## config.mk

```make
export PLATFORM = sky130hd
export DESIGN_NAME = mux_arb
export DESIGN_NICKNAME = d
export VERILOG_FILES = /design/src/rtl/mux_arb.sv
export SDC_FILE = /design/constraint.sdc
export NUM_CORES = 1
export LEC_CHECK = 0
export CORE_ASPECT_RATIO = 0.75
export CORE_UTILIZATION = 47
export DETAILED_ROUTE_END_ITERATION = 10
export GPL_TIMING_DRIVEN = 0
export HOLD_SLACK_MARGIN = 0.1
export PLACE_DENSITY = 0.9
export SETUP_SLACK_MARGIN = 0.3
export SLEW_MARGIN = 40
export SYNTH_ARGS = -nofsm -noshare
export SYNTH_HDL_FRONTEND = slang
export SYNTH_SLANG_ARGS = --single-unit
```

## constraint.sdc

```tcl
create_clock -name i_clk -period 5.7 [get_ports i_clk]
set_clock_uncertainty 0.05 [all_clocks]
set_input_delay 0.855 -clock i_clk [delete_from_list [all_inputs] [get_ports i_clk]]
set_output_delay 0.855 -clock i_clk [all_outputs]
set_load 0.005 [all_outputs]
```

## src/rtl/mux_arb.sv

```systemverilog
// mux_arb: N-channel valid/ready arbitrating mux with packet lock and one-stage output register
module mux_arb #(
    parameter int NUM_INPUTS = 6,
    parameter int DATA_WIDTH = 8,
    parameter int MODE       = 0,
    localparam int SEL_W     = (NUM_INPUTS > 1) ? $clog2(NUM_INPUTS) : 1
) (
    input  logic                             i_clk,
    input  logic                             i_rst,
    input  logic [NUM_INPUTS-1:0]            i_valid,
    input  logic [NUM_INPUTS*DATA_WIDTH-1:0] i_data_bus,
    input  logic [NUM_INPUTS-1:0]            i_last,
    output logic [NUM_INPUTS-1:0]            o_ready,
    output logic                             o_valid,
    output logic [DATA_WIDTH-1:0]            o_data,
    output logic                             o_last,
    output logic [SEL_W-1:0]                 o_grant,
    input  logic                             i_ready
);
    typedef enum logic {IDLE, LOCKED} state_t;
    state_t state, state_nx;
    logic [SEL_W-1:0] rr_ptr, lock_idx, start, sel;
    logic found, load, xfer;
    assign load  = !o_valid || i_ready;
    assign start = (MODE == 1) ? '0 : rr_ptr;
    always_comb begin
        int k;
        k     = 0;
        found = 1'b0;
        sel   = '0;
        if (state == LOCKED) begin
            sel   = lock_idx;
            found = i_valid[lock_idx];
        end else begin
            for (int j = 0; j < NUM_INPUTS; j++) begin
                k = int'(start) + j;
                if (k >= NUM_INPUTS) k = k - NUM_INPUTS;
                if (!found && i_valid[k]) begin
                    found = 1'b1;
                    sel   = SEL_W'(k);
                end
            end
        end
    end
    assign xfer    = found && load && !i_rst;
    assign o_ready = xfer ? NUM_INPUTS'(1) << sel : '0;
    always_comb begin
        state_nx = state;
        if (xfer) state_nx = i_last[sel] ? IDLE : LOCKED;
    end
    always_ff @(posedge i_clk) begin
        if (i_rst) begin
            state    <= IDLE;
            rr_ptr   <= '0;
            lock_idx <= '0;
            o_valid  <= 1'b0;
            o_data   <= '0;
            o_last   <= 1'b0;
            o_grant  <= '0;
        end else begin
            state <= state_nx;
            if (xfer) begin
                if (i_last[sel]) rr_ptr <= (sel == SEL_W'(NUM_INPUTS - 1)) ? '0 : sel + 1'b1;
                else lock_idx <= sel;
                o_data  <= i_data_bus[int'(sel)*DATA_WIDTH +: DATA_WIDTH];
                o_last  <= i_last[sel];
                o_grant <= sel;
                o_valid <= 1'b1;
            end else if (i_ready) begin
                o_valid <= 1'b0;
            end
        end
    end
endmodule

```

==> results.yml <==
synthesis:
  synth_ff_type: "dfxtp_1"
  yosys-top-cells-area: "dfxtp_1 (17%), a21oi_1 (8.5%), nand2_1 (7.6%), ha_1 (7.2%), mux2i_1 (5.8%)"
  ys_async_sr_fraction_pct: 0
  synth_edf_count: 0
  synth.top_cell.area_share_pct: 16.5
  synth_cell_types: 69
  ys_seq_elements: 20
  yosysTopAreaCell: "dfxtp_1"
  syn_area_per_cell_um2: 7.49
  syn_area_um2: 2430
  ys_seq_area_share_pct: 16.5
  synth.net_count: 401
  yosysWarnings: 0
  postSynthCellCount: 324
cts:
  h-tree-depth: 1
  cts_tree: "yes"
  clkSinkCount: 20
  insertion_delay_ns: 0.27
  cts_made_buffers: 3
  clock_path_buffers: 2
  root_buffer: "clkbuf_8"
  clk_pin_slew_ns: 0.08
placed_design:
  placed_cells: 465
  place_congestion: 0.914
  port_buffers: 81
  hpwl_um: 6380
worst_setup_path:
  cp_max_fo: 10
  cp.required_ns: 4.80
  crit_family: "buffers and inverters"
  reg2reg_from: "rr_ptr[0]$_SDFFE_PP0P_"
  slowest_stage: "clkdlybuf4s50_1"
  critPathMaxStageDelay_ns: 0.53
  cp.arrival_ns: 4.46
  path_buf_inv: 7
  path_class: "flop to primary output"
  r2r_slack_ns: 1.10
  cp-end-kind: "primary output"
  crit_cells: 18
  crit_top_cell: "buf_12"
  start_kind: "flop"
  rr_worst_depth: 19
  cp-endpoint: "o_ready[1]"
  worstPathCellList: "buf_12 > buf_12 > clkinvlp_4 > ha_4 > buf_6 > inv_2 > ha_1 > a211o_1 > nor2_2 > o22ai_1 > o221a_2 > or3_4 > o22a_4 > a21oi_4 > clkbuf_4 > nand2_1 > nor2_1 > clkdlybuf4s50_1"
  reg2reg_to: "lock_idx[1]$_SDFFE_PP0P_"
  critPathLaunch: "rr_ptr[0]$_SDFFE_PP0P_"
detailed_routing:
  route.detailed.wl_per_inst_um: 20.4
  remaining_drc_errors: 1
  vias_per_cell: 6.89
  drt-initial-drc-count: 478
  vias: 3316
  wirelength_um: 9800
  dr.pass1.iters: 9
  ant_nets: 0
timing:
  fmax_mhz: 186
  setup_viol: 0
  rsz0062_at_grt: "yes"
  period_needed_ns: 5.37
  relSlewSlack_pct: 51.6
  finalHoldViolations: 0
  drv_slew: 0
  worstMarginPinSlew_ns: 0.723
  min_period_over_period_pct: 94.2
  finalSetupTns_ns: 0
final_layout:
  syn_to_final_growth_pct: 52.0
  mostFrequentLayoutCell: "clkdlybuf4s50_1"
  final_layout_size_suffix_gt1_share_pct: 19.0
  antenna_cells: 0
  fin_cells: 481
  most-common-layout-cells: "clkdlybuf4s50_1 (77), nand2_1 (48), a21oi_1 (40)"
  fin_nets: 499
die:
  fp.dieW_um: 85.0
  initial_core_util_pct: 49.2
  die_area_um2: 5460
  io_pins: 82
  die_h_um: 64.2
  core_um2: 4930
  core.rowCount: 22
global_route:
  antenna_found_initial: 0
  gr-total-overflow: 0
  grt_first_pass_wirelength_um: 14400
  grt_pass1_vias: 2892
  grt_max_degree: 12
  grt_usage_pct: 33.4
outcome:
  status: "finished, violations left"
  violations: "DRC"
power_and_ir_drop:
  clockPowerShare_pct: 5.5
  internal-power_mw: 1.02
  power_frac_seq_pct: 10.1
  comb_power_share_pct: 84.4
  power_leakage_nw: 1.40
  switchingPower_mw: 1.13
  ir_drop_mv: 0.330
  power_density_nw_per_um2: 582
  swShare_pct: 52.5
worst_hold_path:
  min_path_type: "flop to flop"
flow_run:
  drv_cap: 0
==> logic make-up after synthesis <==
kind of cell	after synthesis	synth area share, %
and+or+nand+nor	115	24.1
DFF	20	16.5
adders and majority gates	14	7.22
buffers and inverters	29	5.16
xor gates and xnor gates	5	2.11
AOI/OAI and AO/OA	120	34.8
muxes	21	10.1
==> metrics by stage <==
| step | utilization [%] | power, mW | setup WS [ns] | area, µm² | hold slack [ns] |
|---|---|---|---|---|---|
| after floorplan | - | 1.25 | 0.841 | 2430 | 0.403 |
| after global placement | 67.2 | 1.61 | -0.302 | 3310 | 0.401 |
| after detailed placement | 67.2 | 1.65 | -0.426 | 3310 | 0.403 |
| after CTS | 72.0 | 1.95 | 0.302 | 3550 | 0.419 |
| after global routing | 74.8 | 2.27 | 0.242 | 3690 | 0.454 |
| final | 74.8 | 2.14 | 0.331 | 3690 | 0.416 |
==> flip-flops by register name (all words and copies together) (netlist names) <==
| signal | cells |
|---|---|
| o_grant | 3 |
| o_valid | 1 |
| lock_idx | 3 |
| o_last | 1 |
| state | 1 |
| o_data | 8 |
| rr_ptr | 3 |
==> power by group through the flow <==
stage                     sequential (mW)  combinational, mW  clock (mW)
after global placement              0.212               1.39           0
final                               0.216               1.81       0.118
after detailed placement            0.213               1.44           0
after global routing                0.218               1.93       0.120
after floorplan                     0.209               1.04           0
after CTS                           0.213               1.62       0.114
==> how the worst min path moves through the flow <==
stage,start,end,slack [ns],cells past startpoint
floorplan,o_grant[0]$_SDFFE_PP0P_,o_grant[0]$_SDFFE_PP0P_,0.40,2
global placement,o_grant[0]$_SDFFE_PP0P_,o_grant[0]$_SDFFE_PP0P_,0.40,2
detailed placement,o_grant[1]$_SDFFE_PP0P_,o_grant[1]$_SDFFE_PP0P_,0.40,2
CTS,o_grant[1]$_SDFFE_PP0P_,o_grant[1]$_SDFFE_PP0P_,0.42,2
global route,o_grant[1]$_SDFFE_PP0P_,o_grant[1]$_SDFFE_PP0P_,0.45,2
finish,o_grant[1]$_SDFFE_PP0P_,o_grant[1]$_SDFFE_PP0P_,0.42,2
==> final cells by class <==
type	instances	area [µm²]
multi-input cells	275	2040
inverters	10	50.0
flip-flops and latches	20	405
fillers	318	1240
well taps	60	75.1
clock buffers	4	55.1
repair buffers	93	900
plain buffers	19	160
==> per-layer routing <==
metal	up-vias	track usage [%]	part of all wire (%)
li1	1421	-	-
met5	-	0	0
met4	0	13.8	3.6
met3	54	8.79	11
met2	306	51.7	46
met1	1535	44.0	39
==> cell usage after synthesis, types with 2 or more instances <==
library cell,count
mux2_2,4
mux2i_1,14
a31oi_1,4
dfxtp_1,20
a211o_1,3
o211ai_1,2
a221oi_2,2
a222oi_1,8
a21boi_0,2
a22oi_1,2
buf_2,7
o21ai_0,20
nor3_1,11
nor4b_1,4
clkbuf_1,8
o31ai_1,2
buf_4,2
and2_1,4
nand3_1,5
or3_1,4
nor2b_1,3
nand2b_1,5
nor4_4,2
a21o_1,2
o221a_2,2
mux4_2,2
nand2_1,49
o21bai_1,2
ha_1,14
nor2_1,18
a21oi_1,41
a31o_2,2
o22ai_1,5
xnor2_1,3
inv_1,8
a211oi_1,3
buf_1,2
nor4_1,2
==> what timing repair did <==
item | 4_1_cts | 5_1_grt
buffers inserted | 5 | 7
resized for setup | 43 | 17
pin swaps | 9 | 4
gates cloned | 0 | 0
endpoints found under the setup margin | 6 | 5
hold buffers | 0 | 0
==> worst min-delay path, cell delays in order, from the launching register on <==
cell     delay, ns
dfxtp_1       0.32
nand2_1       0.05
a21oi_1       0.06
No activity file was read; power rests on OpenSTA's default activity.
